`src/rtl/uart_rx_fifo.sv`:
```
`default_nettype none
// ============================================================================
// Module   : uart_rx_fifo
// Purpose  : 8N1 UART receiver feeding a first-word-fall-through byte FIFO,
//            with sticky overrun / framing-error flags.
// Revision : 1.0  initial release
// ============================================================================
module uart_rx_fifo #(
    parameter int CLK_HZ     = 50000000,
    parameter int BAUD       = 115200,
    parameter int DEPTH_LOG2 = 4
) (
    input  logic                  sys_clk,
    input  logic                  sys_rst,
    input  logic                  uart_rxd,
    input  logic                  rd_en,
    output logic [7:0]            rd_data,
    output logic                  rd_valid,
    output logic [DEPTH_LOG2:0]   count,
    output logic                  overrun,
    output logic                  frame_err,
    input  logic                  clr_err
);

    localparam int                DIV        = CLK_HZ / BAUD;
    localparam int                CNT_W      = $clog2(DIV + 1);
    localparam logic [CNT_W-1:0]  DIV_RELOAD = CNT_W'(DIV - 1);
    localparam logic [CNT_W-1:0]  DIV_HALF   = CNT_W'(DIV / 2);

    typedef enum logic [2:0] {
        S_IDLE  = 3'd0,
        S_START = 3'd1,
        S_DATA  = 3'd2,
        S_STOP  = 3'd3,
        S_BREAK = 3'd4
    } state_t;

    state_t                 state_q, state_d;
    logic [2:0]             sync_q, sync_d;
    logic [CNT_W-1:0]       baud_q, baud_d;
    logic [2:0]             bit_q, bit_d;
    logic [7:0]             shift_q, shift_d;
    logic                   push_q, push_d;
    logic [7:0]             push_data_q, push_data_d;
    logic [DEPTH_LOG2:0]    wr_ptr_q, wr_ptr_d;
    logic [DEPTH_LOG2:0]    rd_ptr_q, rd_ptr_d;
    logic                   overrun_q, overrun_d;
    logic                   frame_err_q, frame_err_d;
    logic [7:0]             mem [2**DEPTH_LOG2];

    logic w_rx, w_fall, w_expire, w_fe_set;
    logic w_full, w_empty, w_pop, w_wr, w_ovf_set;

    // sync_q[1] is the resynchronised line; sync_q[2] is its one-cycle-old copy
    always_comb begin
        sync_d   = {sync_q[1:0], uart_rxd};
        w_rx     = sync_q[1];
        w_fall   = sync_q[2] & ~sync_q[1];
        w_expire = (baud_q == '0);

        state_d     = state_q;
        baud_d      = w_expire ? baud_q : baud_q - 1'b1;
        bit_d       = bit_q;
        shift_d     = shift_q;
        push_d      = 1'b0;
        push_data_d = push_data_q;
        w_fe_set    = 1'b0;

        case (state_q)
            S_IDLE: begin
                if (w_fall) begin
                    baud_d  = DIV_HALF;
                    state_d = S_START;
                end
            end
            S_START: begin
                if (w_expire) begin
                    if (!w_rx) begin
                        state_d = S_DATA;
                        bit_d   = 3'd0;
                        baud_d  = DIV_RELOAD;
                    end else begin
                        state_d = S_IDLE;
                    end
                end
            end
            S_DATA: begin
                if (w_expire) begin
                    shift_d = {w_rx, shift_q[7:1]};
                    baud_d  = DIV_RELOAD;
                    bit_d   = bit_q + 3'd1;
                    if (bit_q == 3'd7) begin
                        state_d = S_STOP;
                    end
                end
            end
            S_STOP: begin
                if (w_expire) begin
                    if (w_rx) begin
                        push_d      = 1'b1;
                        push_data_d = shift_q;
                        state_d     = S_IDLE;
                    end else begin
                        w_fe_set = 1'b1;
                        state_d  = S_BREAK;
                    end
                end
            end
            S_BREAK: begin
                if (w_rx) begin
                    state_d = S_IDLE;
                end
            end
            default: state_d = S_IDLE;
        endcase
    end

    // A simultaneous pop frees the slot being written, so a full FIFO still accepts
    always_comb begin
        w_empty   = (wr_ptr_q == rd_ptr_q);
        w_full    = (wr_ptr_q[DEPTH_LOG2] != rd_ptr_q[DEPTH_LOG2]) &&
                    (wr_ptr_q[DEPTH_LOG2-1:0] == rd_ptr_q[DEPTH_LOG2-1:0]);
        w_pop     = rd_en & ~w_empty;
        w_wr      = push_q & (~w_full | w_pop);
        w_ovf_set = push_q & w_full & ~w_pop;

        wr_ptr_d    = wr_ptr_q + {{DEPTH_LOG2{1'b0}}, w_wr};
        rd_ptr_d    = rd_ptr_q + {{DEPTH_LOG2{1'b0}}, w_pop};
        overrun_d   = w_ovf_set | (overrun_q & ~clr_err);
        frame_err_d = w_fe_set | (frame_err_q & ~clr_err);
    end

    always_ff @(posedge sys_clk or posedge sys_rst) begin
        if (sys_rst) begin
            state_q     <= S_IDLE;
            sync_q      <= 3'b111;
            baud_q      <= '0;
            bit_q       <= 3'd0;
            shift_q     <= 8'h00;
            push_q      <= 1'b0;
            push_data_q <= 8'h00;
            wr_ptr_q    <= '0;
            rd_ptr_q    <= '0;
            overrun_q   <= 1'b0;
            frame_err_q <= 1'b0;
        end else begin
            state_q     <= state_d;
            sync_q      <= sync_d;
            baud_q      <= baud_d;
            bit_q       <= bit_d;
            shift_q     <= shift_d;
            push_q      <= push_d;
            push_data_q <= push_data_d;
            wr_ptr_q    <= wr_ptr_d;
            rd_ptr_q    <= rd_ptr_d;
            overrun_q   <= overrun_d;
            frame_err_q <= frame_err_d;
        end
    end

    always_ff @(posedge sys_clk) begin
        if (w_wr) begin
            mem[wr_ptr_q[DEPTH_LOG2-1:0]] <= push_data_q;
        end
    end

    assign count     = wr_ptr_q - rd_ptr_q;
    assign rd_valid  = ~w_empty;
    assign rd_data   = w_empty ? 8'h00 : mem[rd_ptr_q[DEPTH_LOG2-1:0]];
    assign overrun   = overrun_q;
    assign frame_err = frame_err_q;

endmodule
`default_nettype wire

```
`config.mk`:
```
export PLATFORM = sky130hd
export DESIGN_NAME = uart_rx_fifo
export DESIGN_NICKNAME = d
export VERILOG_FILES = /design/src/rtl/uart_rx_fifo.sv
export SDC_FILE = /design/constraint.sdc
export NUM_CORES = 1
export LEC_CHECK = 0
export CORE_AREA = 2 2 113 115
export DETAILED_ROUTE_END_ITERATION = 16
export DIE_AREA = 0 0 115 117
export HOLD_SLACK_MARGIN = 0.06
export PLACE_DENSITY = 0.9
export REMOVE_ABC_BUFFERS = 1
export SETUP_SLACK_MARGIN = 0.02
export SYNTH_ARGS = -nofsm -noshare
export SYNTH_HDL_FRONTEND = slang
export SYNTH_SLANG_ARGS = --single-unit
```
`constraint.sdc`:
```
create_clock -name sys_clk -period 3.65 [get_ports sys_clk]
set_input_delay 0.73 -clock sys_clk [delete_from_list [all_inputs] [get_ports sys_clk]]
set_output_delay 0.73 -clock sys_clk [all_outputs]
set_load 0.03 [all_outputs]
```
==> metrics.csv <==
metric;value;unit
dieWidth;115;µm
dr.pass1.iters;7;
drc;0;
timing_worst_slew_pin_value;1.26;ns
grt_max_degree;48;
clk_latency;0.43;ns
cts_buffers;17;
io_pins;21;
p_leak;3.14;nW
fin_setup_tns;0;ns
cts_max_path_buffers;2;
grt.overflow.total;0;
hold_end;sync_q[1];
layout-drive-gt1-share;0.207;
fillers;794;
max-slew-margin-rel;0.156;
multi_input_area;2140;µm²
layout_min_cycle_time;3.53;ns
r2r-start;rd_ptr_q[2];
setup_viol;0;
core;12300;µm²
critical_path_required;2.92;ns
h-tree-depth;4;
cp-end-kind;primary output;
antenna_found_initial;0;
routed_wirelength;13600;µm
regArea;5030;µm²
peakVddDrop;342;µV
synth_area_per_cell;16.6;µm²
power_density;688;nW/µm²
cp.arrival;2.80;ns
place_congestion;0.902;
timing.rr.end;mem[8][6];
drtIter0Drc;481;
synth.area.top_cells;edfxtp_1 53%, dfrtp_1 15%, mux4_2 9.8%;
crit_buf_inv;2;
hold_ws;0.356;ns
yosys-top-cells-count;128 x edfxtp_1, 44 x dfrtp_1, 32 x mux4_2;
cpMaxStageDelayCell;clkdlybuf4s50_1;
status;finished, final reports clean;
hp-start;sync_q[0];
max_freq;0.284;GHz
start_util;0.594;
ys.flop_type;edfxtp_1;
cpPeakStageDelay;0.72;ns
startpoint_type;flip-flop;
hp-class;flip-flop to flip-flop;
hold_viol_final;0;
seq_area_frac_synth;0.686;
ys_ff_latch;175;
cts_num_sinks;175;
num_rows;41;
die_y;117;µm
met1_usage;0.304;
drtAntennaViolNets;0;
nets;489;
clock_skew;0.0115;ns
die_area;13500;µm²
ctsHoldBuffers;0;
cts.clk_slew.worst_paths;0.06;ns
drt-wirelength-per-cell;21.5;µm
diodes;0;
synth_edf_count;128;
worstHoldPathCells;0;
port_buffers;20;
gr-usage-met3;0.0592;
rrSetupSlack;0.52;ns
drv_slew;0;
grt_pass1_wl;21800;µm
r2r.worst_path.cells;8;
dp.cells;601;
hpwl;8930;µm
fin_crit_sh;0.966;
yosysTopAreaCellShare;0.525;
viasPerCell;6.22;
cp_max_fo;12;
worstSetupPathType;flip-flop to primary output;
totalPowerFinal;0.00572;W
cts_tree;yes;
crit_family;buffers and inverters;
syn_area;7320;µm²
synth_cell_types;55;
cts_root_buffer;clkbuf_16;
ys_async_sr_fraction;0.269;
num_vias;3935;
rsz0062_at_grt;no;
grtUsageMet2;0.367;
busiest_layer;met2;
yosysMostFrequentCell;edfxtp_1;
syn_to_final_growth;13.6;%
instances_no_fill;633;
syn-instance-count;440;
grt_pass1_vias;4014;
yosysWarnings;0;
grt_usage;0.225;
yosys.area.top_type;edfxtp_1;
crit_chain;buf_4 > mux4_2 > nand2_1 > and3_1 > a211oi_1 > clkdlybuf4s50_1;
maxCapViolCount;0;
## registers in the layout, indices dropped and copies added (netlist names)
name / flops
bit_q: 3
overrun: 1
baud_q: 9
push_data_q: 8
wr_ptr_q: 5
state_q: 3
push_q: 1
mem: 128
sync_q: 3
rd_ptr_q: 5
shift_q: 8
frame_err: 1
## worst max path at each step
stage	from	slack (ns)	depth (start not counted)	end
6_report	rd_ptr_q[0]	0.12	6	rd_data[2]
2_1_floorplan	rd_ptr_q[0]	0.05	4	rd_data[0]
3_3_place_gp	rd_ptr_q[2]	0.51	6	rd_data[4]
5_1_grt	rd_ptr_q[0]	0.03	6	rd_data[2]
4_1_cts	rd_ptr_q[0]	0.02	6	rd_data[4]
3_5_place_dp	rd_ptr_q[2]	0.38	6	rd_data[4]
## per-layer routing
metal,wire length [µm],up-vias
li1,-,1771
met1,5600,2010
met2,6940,135
met3,900,19
met4,203,0
met5,0,-
## stage by stage
step | setup WS (ns) | area [µm²] | util
2_1_floorplan | 0.0488 | 7230 | -
3_3_place_gp | 0.512 | 7690 | 0.625
3_5_place_dp | 0.376 | 7690 | 0.625
4_1_cts | 0.0221 | 8290 | 0.674
5_1_grt | 0.0264 | 8310 | 0.675
6_report | 0.125 | 8310 | 0.675
## worst register-to-register path: cells and delay by family (launching register included)
kind	cells	cell delay, ns
simple gates	3	1.37
flops	1	0.48
buf+inv	3	0.46
fa+ha+maj	1	0.32
compound gates	1	0.11
## cell usage in the layout, fill, tap and decap left out, drive strengths merged, types with 4 or more instances in the layout
master,count
clkbuf,23
xnor2,8
mux2,16
a21oi,7
inv,19
nand3,8
dfrtp,44
mux2i,11
nand3b,4
buf,9
mux4,32
and3,10
edfxtp,128
a211oi,9
clkdlybuf4s50,16
ha,13
nor3,10
nor2b,5
nor2,20
nand2b,5
nand2,28
o21ai,7
## timing repair
action / 4_1_cts / 5_1_grt
resized for setup: 1 / 6
buffers inserted: 0 / 0
endpoints found under the hold margin: 0 / 0
setup endpoints to repair: 9 / 10
pin swaps: 0 / 0
## logic make-up after synthesis
kind of cell | synth area share
buffers and inverters | 0.0221
AND/OR/NAND/NOR | 0.0730
flip-flops | 0.686
multiplexers | 0.138
adder cells (fa/ha/maj) | 0.0250
XOR/XNOR | 0.0120
AO/OA/AOI/OAI | 0.0434
## power by group
| group | total (W) | leakage, nW | internal (W) | switching [W] |
|---|---|---|---|---|
| sequential | 0.00236 | 1.81 | 0.00221 | 0.000150 |
| clock | 0.00181 | 0.284 | 0.00111 | 0.000695 |
| combinational | 0.00155 | 1.04 | 0.000697 | 0.000857 |
| total | 0.00572 | 3.14 | 0.00401 | 0.00170 |
## final cells by class
class                           instances  area share
Tap cell                              150      0.0226
Clock inverter                          9      0.0158
Inverter                               19     0.00918
Multi-Input combinational cell        229       0.258
Timing Repair Buffer                   28      0.0334
Clock buffer                           23      0.0563
Sequential cell                       175       0.605
Note: power is estimated with default switching activity, not from simulation.
